<file path="config.mk">
export PLATFORM = sky130hd
export DESIGN_NAME = regfile_sb_flat
export DESIGN_NICKNAME = d
export VERILOG_FILES = /design/src/rtl/regfile_sb_pkg.sv /design/src/rtl/regfile_sb_if.sv /design/src/rtl/regfile_scoreboard.sv /design/src/rtl/regfile_sb.sv /design/src/flat_wrapper.sv
export SDC_FILE = /design/constraint.sdc
export NUM_CORES = 2
export LEC_CHECK = 0
export ABC_AREA = 1
export CORE_UTILIZATION = 50
export DETAILED_ROUTE_END_ITERATION = 6
export HOLD_SLACK_MARGIN = 0.12
export PLACE_DENSITY = 0.69
export SLEW_MARGIN = 20
export SYNTH_ARGS = -nofsm -noshare
export SYNTH_HDL_FRONTEND = slang
export SYNTH_HIERARCHICAL = 1
export SYNTH_SLANG_ARGS = --single-unit
</file>
<file path="constraint.sdc">
create_clock -name clk -period 5.6 [get_ports clk]
set_input_delay 1.12 -clock clk [delete_from_list [all_inputs] [get_ports clk]]
set_output_delay 1.12 -clock clk [all_outputs]
set_load 0.005 [all_outputs]
</file>
<file path="src/rtl/regfile_sb_pkg.sv">
// Shared CPU package for the register file.
// Holds the default data width, register count and register-address type.
package regfile_sb_pkg;

  localparam int unsigned CPU_XLEN = 32;
  localparam int unsigned CPU_NREG = 32;
  localparam int unsigned CPU_AW   = $clog2(CPU_NREG);

  typedef logic [CPU_AW-1:0] reg_addr_t;

endpackage

</file>
<file path="src/rtl/regfile_sb_if.sv">
// Requester-side bus of the scoreboarded register file:
// operand reads, issue handshake, writeback and the busy vector.
interface regfile_sb_if
  import regfile_sb_pkg::*;
#(
  parameter int unsigned XLEN = CPU_XLEN,
  parameter int unsigned NREG = CPU_NREG
);

  localparam int unsigned AW = $clog2(NREG);

  logic [AW-1:0]   rs1_addr;
  logic [AW-1:0]   rs2_addr;
  logic [XLEN-1:0] rs1_data;
  logic [XLEN-1:0] rs2_data;
  logic            issue_valid;
  logic [AW-1:0]   issue_rd;
  logic            issue_ready;
  logic            wb_en;
  logic [AW-1:0]   wb_addr;
  logic [XLEN-1:0] wb_data;
  logic [NREG-1:0] busy;

  modport master (
    output rs1_addr, rs2_addr, issue_valid, issue_rd, wb_en, wb_addr, wb_data,
    input  rs1_data, rs2_data, issue_ready, busy
  );

  modport slave (
    input  rs1_addr, rs2_addr, issue_valid, issue_rd, wb_en, wb_addr, wb_data,
    output rs1_data, rs2_data, issue_ready, busy
  );

endinterface

</file>
<file path="src/rtl/regfile_scoreboard.sv">
// Busy-bit scoreboard: tracks outstanding writes and decides whether an
// instruction may issue (RAW on both sources, WAW on the destination).
module regfile_scoreboard
  import regfile_sb_pkg::*;
#(
  parameter int unsigned NREG = CPU_NREG
) (
  input  logic                    clk,
  input  logic                    rst,
  input  logic [$clog2(NREG)-1:0] i_rs1_addr,
  input  logic [$clog2(NREG)-1:0] i_rs2_addr,
  input  logic                    i_issue_valid,
  input  logic [$clog2(NREG)-1:0] i_issue_rd,
  input  logic                    i_wb_en,
  input  logic [$clog2(NREG)-1:0] i_wb_addr,
  output logic                    o_issue_ready,
  output logic [NREG-1:0]         o_busy
);

  logic [NREG-1:0] r_busy;
  logic [NREG-1:0] w_busy_nxt;
  logic            w_rs1_blk;
  logic            w_rs2_blk;
  logic            w_rd_blk;
  logic            w_ready;
  logic            w_wb_live;
  logic            w_issue_fire;

  // A same-cycle writeback to the register releases the block immediately.
  always_comb begin
    w_rs1_blk    = r_busy[i_rs1_addr] && !(i_wb_en && (i_wb_addr == i_rs1_addr));
    w_rs2_blk    = r_busy[i_rs2_addr] && !(i_wb_en && (i_wb_addr == i_rs2_addr));
    w_rd_blk     = r_busy[i_issue_rd] && !(i_wb_en && (i_wb_addr == i_issue_rd));
    w_ready      = !w_rs1_blk && !w_rs2_blk && !w_rd_blk;
    w_wb_live    = i_wb_en && (i_wb_addr != '0);
    w_issue_fire = i_issue_valid && w_ready && (i_issue_rd != '0);

    // Clear first, then set, so a same-register issue+writeback stays busy.
    w_busy_nxt = r_busy;
    if (w_wb_live) begin
      w_busy_nxt[i_wb_addr] = 1'b0;
    end
    if (w_issue_fire) begin
      w_busy_nxt[i_issue_rd] = 1'b1;
    end
    w_busy_nxt[0] = 1'b0;
  end

  always_ff @(posedge clk) begin
    if (rst) begin
      r_busy <= '0;
    end else begin
      r_busy <= w_busy_nxt;
    end
  end

  assign o_issue_ready = w_ready;
  assign o_busy        = r_busy;

endmodule

</file>
<file path="src/rtl/regfile_sb.sv">
// Scoreboarded register file: two combinational read ports with writeback
// bypass, one write port, x0 hardwired to zero, issue gating via busy bits.
module regfile_sb
  import regfile_sb_pkg::*;
#(
  parameter int unsigned XLEN = CPU_XLEN,
  parameter int unsigned NREG = CPU_NREG
) (
  input  logic        clk,
  input  logic        rst,
  regfile_sb_if.slave bus
);

  localparam int unsigned AW = $clog2(NREG);

  logic [XLEN-1:0] r_regs [NREG];
  logic            w_wb_live;
  logic [XLEN-1:0] w_rs1_data;
  logic [XLEN-1:0] w_rs2_data;
  logic            w_issue_ready;
  logic [NREG-1:0] w_busy;
  logic [AW-1:0]   w_rs1_addr;
  logic [AW-1:0]   w_rs2_addr;
  logic [AW-1:0]   w_wb_addr;

  assign w_rs1_addr = bus.rs1_addr;
  assign w_rs2_addr = bus.rs2_addr;
  assign w_wb_addr  = bus.wb_addr;
  assign w_wb_live  = bus.wb_en && (w_wb_addr != '0);

  always_ff @(posedge clk) begin
    if (rst) begin
      for (int unsigned i = 0; i < NREG; i++) begin
        r_regs[i] <= '0;
      end
    end else if (w_wb_live) begin
      r_regs[w_wb_addr] <= bus.wb_data;
    end
  end

  // Entry 0 is never written, but reads of x0 are forced to zero regardless.
  always_comb begin
    w_rs1_data = r_regs[w_rs1_addr];
    if (w_rs1_addr == '0) begin
      w_rs1_data = '0;
    end else if (w_wb_live && (w_wb_addr == w_rs1_addr)) begin
      w_rs1_data = bus.wb_data;
    end

    w_rs2_data = r_regs[w_rs2_addr];
    if (w_rs2_addr == '0) begin
      w_rs2_data = '0;
    end else if (w_wb_live && (w_wb_addr == w_rs2_addr)) begin
      w_rs2_data = bus.wb_data;
    end
  end

  regfile_scoreboard #(
    .NREG(NREG)
  ) u_scoreboard (
    .clk           (clk),
    .rst           (rst),
    .i_rs1_addr    (w_rs1_addr),
    .i_rs2_addr    (w_rs2_addr),
    .i_issue_valid (bus.issue_valid),
    .i_issue_rd    (bus.issue_rd),
    .i_wb_en       (bus.wb_en),
    .i_wb_addr     (w_wb_addr),
    .o_issue_ready (w_issue_ready),
    .o_busy        (w_busy)
  );

  assign bus.rs1_data    = w_rs1_data;
  assign bus.rs2_data    = w_rs2_data;
  assign bus.issue_ready = w_issue_ready;
  assign bus.busy        = w_busy;

endmodule

</file>
<file path="src/flat_wrapper.sv">
// flat-port wrapper written by rule: the top's interface ports become plain ports
module regfile_sb_flat import regfile_sb_pkg::*;
#(
  parameter int unsigned XLEN = CPU_XLEN,
  parameter int unsigned NREG = CPU_NREG
)
  (clk, rst, bus_rs1_addr, bus_rs2_addr, bus_issue_valid, bus_issue_rd, bus_wb_en, bus_wb_addr, bus_wb_data, bus_rs1_data, bus_rs2_data, bus_issue_ready, bus_busy);
  regfile_sb_if #(.XLEN(XLEN), .NREG(NREG)) bus_i ();
  input  logic clk;
  input  logic rst;
  input wire logic [$bits(bus_i.rs1_addr)-1:0] bus_rs1_addr;
  input wire logic [$bits(bus_i.rs2_addr)-1:0] bus_rs2_addr;
  input wire logic [$bits(bus_i.issue_valid)-1:0] bus_issue_valid;
  input wire logic [$bits(bus_i.issue_rd)-1:0] bus_issue_rd;
  input wire logic [$bits(bus_i.wb_en)-1:0] bus_wb_en;
  input wire logic [$bits(bus_i.wb_addr)-1:0] bus_wb_addr;
  input wire logic [$bits(bus_i.wb_data)-1:0] bus_wb_data;
  output wire logic [$bits(bus_i.rs1_data)-1:0] bus_rs1_data;
  output wire logic [$bits(bus_i.rs2_data)-1:0] bus_rs2_data;
  output wire logic [$bits(bus_i.issue_ready)-1:0] bus_issue_ready;
  output wire logic [$bits(bus_i.busy)-1:0] bus_busy;
  assign bus_i.rs1_addr = bus_rs1_addr;
  assign bus_i.rs2_addr = bus_rs2_addr;
  assign bus_i.issue_valid = bus_issue_valid;
  assign bus_i.issue_rd = bus_issue_rd;
  assign bus_i.wb_en = bus_wb_en;
  assign bus_i.wb_addr = bus_wb_addr;
  assign bus_i.wb_data = bus_wb_data;
  assign bus_rs1_data = bus_i.rs1_data;
  assign bus_rs2_data = bus_i.rs2_data;
  assign bus_issue_ready = bus_i.issue_ready;
  assign bus_busy = bus_i.busy;
  regfile_sb #(.XLEN(XLEN), .NREG(NREG)) u_core (.clk(clk), .rst(rst), .bus(bus_i));
endmodule
</file>
After elaboration in Yosys (flattened, before gate mapping):

Memory sizes are Yosys's and may differ from the RTL's.
Cells that the tools add are included.

* register bits: 32
* RAM bits: 1024
* output and inout port bits: 97
* logic and storage cells: 65
* memories kept: 1

Memories
* u_core.r_regs: words 32, width 32, rd ports 2, clocked after Yosys merged registers in 0, write ports 32, RTL line regfile_sb.sv:16 `logic [XLEN-1:0] r_regs [NREG];`

* $lt $le $gt $ge: 6
* equality and inequality tests: 3
* multiplexer cells: 24
* bitwise gates (word level): 3
* reductions and logical operators: 26

Operators with widths (number)
* 32-bit two-way mux: 7
* 32-bit bitwise AND: 1
* 32-bit inverter: 1
* 32-bit OR: 1
* 32-bit OR reduction: 1
* 5-bit by 6-bit < comparator with 1-bit output (second input constant): 4
* 1-bit binary-select mux with 5-bit select: 3
* 5-bit equality test: 3
* 1-bit logical AND: 15
* 1-bit two-way mux: 11
* 1-bit demux with 5-bit select: 2
* 5-bit by 1-bit greater-or-equal comparator with 1-bit output (second input constant): 2
* 5-bit zero test: 2
* 5-bit nonzero test: 2
* 1-bit zero test: 6
* 5-bit two-way mux: 1

Logic depth before layout (Yosys ltp):

* depth in word-level cells: 10
* depth in mapped cells: 15

Modules after synthesis:

Netlist, hierarchy kept.

Modules (own cells, without submodules)
* regfile_sb: times used 1, cells an instance 7417, area each 58108.2 um2, sequential area each 30749.5 um2
* regfile_scoreboard: times used 1, cells an instance 510, area each 3024.2 um2, sequential area each 620.6 um2

Worst setup path before layout:

OpenSTA, ideal clock, no wires.

* kind: input port to output port
* from: input bus_wb_addr[4]
* to: output bus_rs1_data[4]
* data arrival time: 2381 ps
* slack: 2099 ps
* cell stages on the path: 9
* buffers on the path: 2
* cell sequence: buf_2 > inv_2 > nand3_1 > o21ai_2 > inv_2 > nand4_2 > clkbuf_1 > o21ai_0 > a21oi_1

* word-level cells in the longest chain between the ends: 5
* elaborated cells between the ends (all ways): 6

RTL lines
* from (decl): RTL line flat_wrapper.sv:16 `input wire logic [$bits(bus_i.wb_addr)-1:0] bus_wb_addr;`
* 5-bit nonzero test: RTL line regfile_sb.sv:29 `assign w_wb_live = bus.wb_en && (w_wb_addr != '0);`
* 1-bit logical AND: RTL line regfile_sb.sv:29
* 1-bit logical AND *: RTL line regfile_sb.sv:46 `end else if (w_wb_live && (w_wb_addr == w_rs1_addr)) begin`
* 32-bit two-way mux *: RTL line regfile_sb.sv:46
* 32-bit two-way mux *: RTL line regfile_sb.sv:44 `if (w_rs1_addr == '0) begin`
* to (decl): RTL line flat_wrapper.sv:18 `output wire logic [$bits(bus_i.rs1_data)-1:0] bus_rs1_data;`

Every way passes the cells marked *; elsewhere a longest branch is shown, timed or not.

Final worst setup path:

* from: input bus_wb_addr[2]
* to: output bus_rs1_data[31]

Same word-level chain as after synthesis.

==> reports/results.tsv <==
metric	value	unit
r2r_start	u_core/u_scoreboard/o_busy[12]$_SDFF_PP0_	
path_class	in -> out	
swShare	27.5	%
gr-usage-met3	10.1	%
die_h	352	um
total_power	20.1	mW
gr-usage-met2	57.6	%
first_global_vias	54926	
grt_start_max_net_pins	141	
numCtsBuffers	115	
comb_power_share	14.6	%
drt-total-wl	239000	um
tightest_slew	1.16	ns
ys_async_sr_fraction	0	%
post-route-period-util	94.2	%
synth_seq_cells	1055	
cts_buffer_depth	3	
cts_tree	yes	
cts.sinks	1055	
antenna_found_initial	7	
period_minus_slack	5.27	ns
drc_errors	0	
hold_buffers	0	
met1_usage	48.5	%
rsz0062_at_grt	no	
status	complete, no violations	
drtPass1Iterations	6	
overflow	0	
final_common_cell	nand2_1	
synthCells	7927	
p_switching	5.54	mW
fin_cells	9480	
p_seq_share	46.0	%
startpoint_type	input pin	
post-route-util	56.6	%
hold_viol	0	
end_kind	output pin	
core-area	121000	um2
p_per_area	295	nW/um2
synth.distinct_cells	33	
max_freq	190	MHz
synth_ff_type	edfxtp_1	
p_int	14.6	mW
cp_max_fo	46	
cts_root_buf	clkbuf_16	
avgSynthCellArea	7.71	um2
yosysWarningCount	6	
critPathArrivalTime	4.15	ns
hold_class	reg -> reg	
antenna_left	0	
place_congestion	0.928	
n_fill_cell	10664	
grt.busiest_layer	met2	
cts_resized	0	
h-tree-depth	3	
slew_viol_final	0	
first_iter_violations	9276	
startpoint	bus_wb_addr[2]	
cp-endpoint	bus_rs1_data[31]	
setup_viol	0	
die_w	352	um
clockPowerShare	39.4	%
ff2ff_path_depth	13	
clk_latency	0.71	ns
vias	58836	
via_per_inst	6.21	
synth_area_leaders	edfxtp_1 (50%), nand2_1 (12%), nand3_1 (9.0%)	
ys_seq_area_share	51.3	%
placedCellCount	9261	
port_buffers	151	
drive_above_1_share	7.35	%
synth_top_area_share	50.3	%
clk_pin_slew	0.06	ns
grt_usage	38.1	%
worst-r2r-setup-slack	3.49	ns
grt_pass1_wl	347000	um
hpwlAfterDp	138000	um
max-vdd-ir-drop	277	uV
nNetsFinal	7822	
synth_area	61100	um2
power.leakage	28.6	nW
layout_common_cells	nand2_1 (1850), nor2_1 (1430), nand3_1 (1101), edfxtp_1 (1024), inv_1 (647)	
timing.setup.tns	0	ns
r2r-end	u_core/u_scoreboard/o_busy[27]$_SDFF_PP0_	
start_util	50.7	%
rows	127	
yosysTopAreaCell	edfxtp_1	
wl_per_cell	25.2	um
setup_slack	0.327	ns
dp_slack	0.367	ns
crit_required	4.48	ns
dieArea	124000	um2
finClkSkew	0.00581	ns
slew_headroom	22.2	%
synth-edff-count	1024	
area_growth	11.7	%
drv_cap	0	
cts_setup_buffers	0	
io_pins	153	
[cells in the mapped netlist, types with 29 or more instances]
| master | number |
|---|---|
| or2_2 | 46 |
| clkbuf_1 | 375 |
| inv_1 | 651 |
| a21oi_1 | 289 |
| nor2_1 | 1434 |
| nand3_2 | 29 |
| edfxtp_1 | 1024 |
| o211ai_1 | 203 |
| nand3_1 | 1101 |
| buf_1 | 55 |
| nand2_1 | 1913 |
| buf_2 | 221 |
| o21ai_0 | 427 |
| dfxtp_1 | 31 |
[logic make-up after synthesis]
logic type             Yosys count  share of synthesized area, %
AND/OR/NAND/NOR               4555                          30.8
buffers and inverters         1337                          8.78
flip-flops                    1055                          51.3
AO/OA/AOI/OAI                  970                          8.94
XOR/XNOR                         8                         0.115
other                            2                        0.0123
[layout make-up]
cell class / count / area [um2] / share of cell area, %
clock buffers: 141 / 3040 / 4.45
flip-flops and latches: 1055 / 31400 / 45.9
repair buffers: 357 / 3770 / 5.52
clock inverters: 76 / 841 / 1.23
well taps: 1612 / 2020 / 2.95
diodes: 2 / 5.00 / 0.00733
inverters: 671 / 2550 / 3.73
multi-input cells: 5566 / 24700 / 36.2
[state kept, by name (all words and copies together), names as in the netlist]
signal                      flops
u_core/u_scoreboard/o_busy     31
u_core/r_regs                1024
[worst max-delay path: stages]
cell and delay (ns):
clkdlybuf4s50_1 0.84, inv_2 0.13, nand3_1 0.16, o21ai_2 0.09, inv_2 0.23, nand4_4 0.47
buf_12 0.37, a21oi_1 0.20, clkdlybuf4s50_1 0.53
[power by group through the flow]
stage | registers, mW | logic (mW) | clock network (mW)
finish | 9.25 | 2.94 | 7.93
CTS | 9.24 | 2.83 | 7.94
floorplan | 9.36 | 1.70 | 0
global route | 9.29 | 3.13 | 8.25
detailed placement | 9.41 | 2.82 | 0
global placement | 9.39 | 2.77 | 0
[how the worst min path moves through the flow]
stage | start | cells past startpoint | endpoint | slack [ns]
3_3_place_gp | u_core/u_scoreboard/o_busy[12]$_SDFF_PP0_ | 2 | u_core/u_scoreboard/o_busy[12]$_SDFF_PP0_ | 0.48
3_5_place_dp | u_core/u_scoreboard/o_busy[24]$_SDFF_PP0_ | 2 | u_core/u_scoreboard/o_busy[24]$_SDFF_PP0_ | 0.49
5_1_grt | u_core/u_scoreboard/o_busy[24]$_SDFF_PP0_ | 2 | u_core/u_scoreboard/o_busy[24]$_SDFF_PP0_ | 0.52
2_1_floorplan | u_core/u_scoreboard/o_busy[12]$_SDFF_PP0_ | 2 | u_core/u_scoreboard/o_busy[12]$_SDFF_PP0_ | 0.47
6_report | u_core/u_scoreboard/o_busy[20]$_SDFF_PP0_ | 2 | u_core/u_scoreboard/o_busy[20]$_SDFF_PP0_ | 0.50
4_1_cts | u_core/u_scoreboard/o_busy[24]$_SDFF_PP0_ | 2 | u_core/u_scoreboard/o_busy[24]$_SDFF_PP0_ | 0.50
[metal layers]
metal | routed length [um] | vias to the layer above
li1 | - | 25680
met1 | 83000 | 27279
met2 | 103000 | 4823
met3 | 36600 | 1044
met4 | 16300 | 10
met5 | 78 | -
[stage by stage]
stage	cell area, um2	hold slack (ns)
CTS	68300	0.499
global route	68300	0.519
detailed placement	64400	0.489
finish	68300	0.505
floorplan	61200	0.473
global placement	64400	0.478
(Power assumes the default switching activity.)
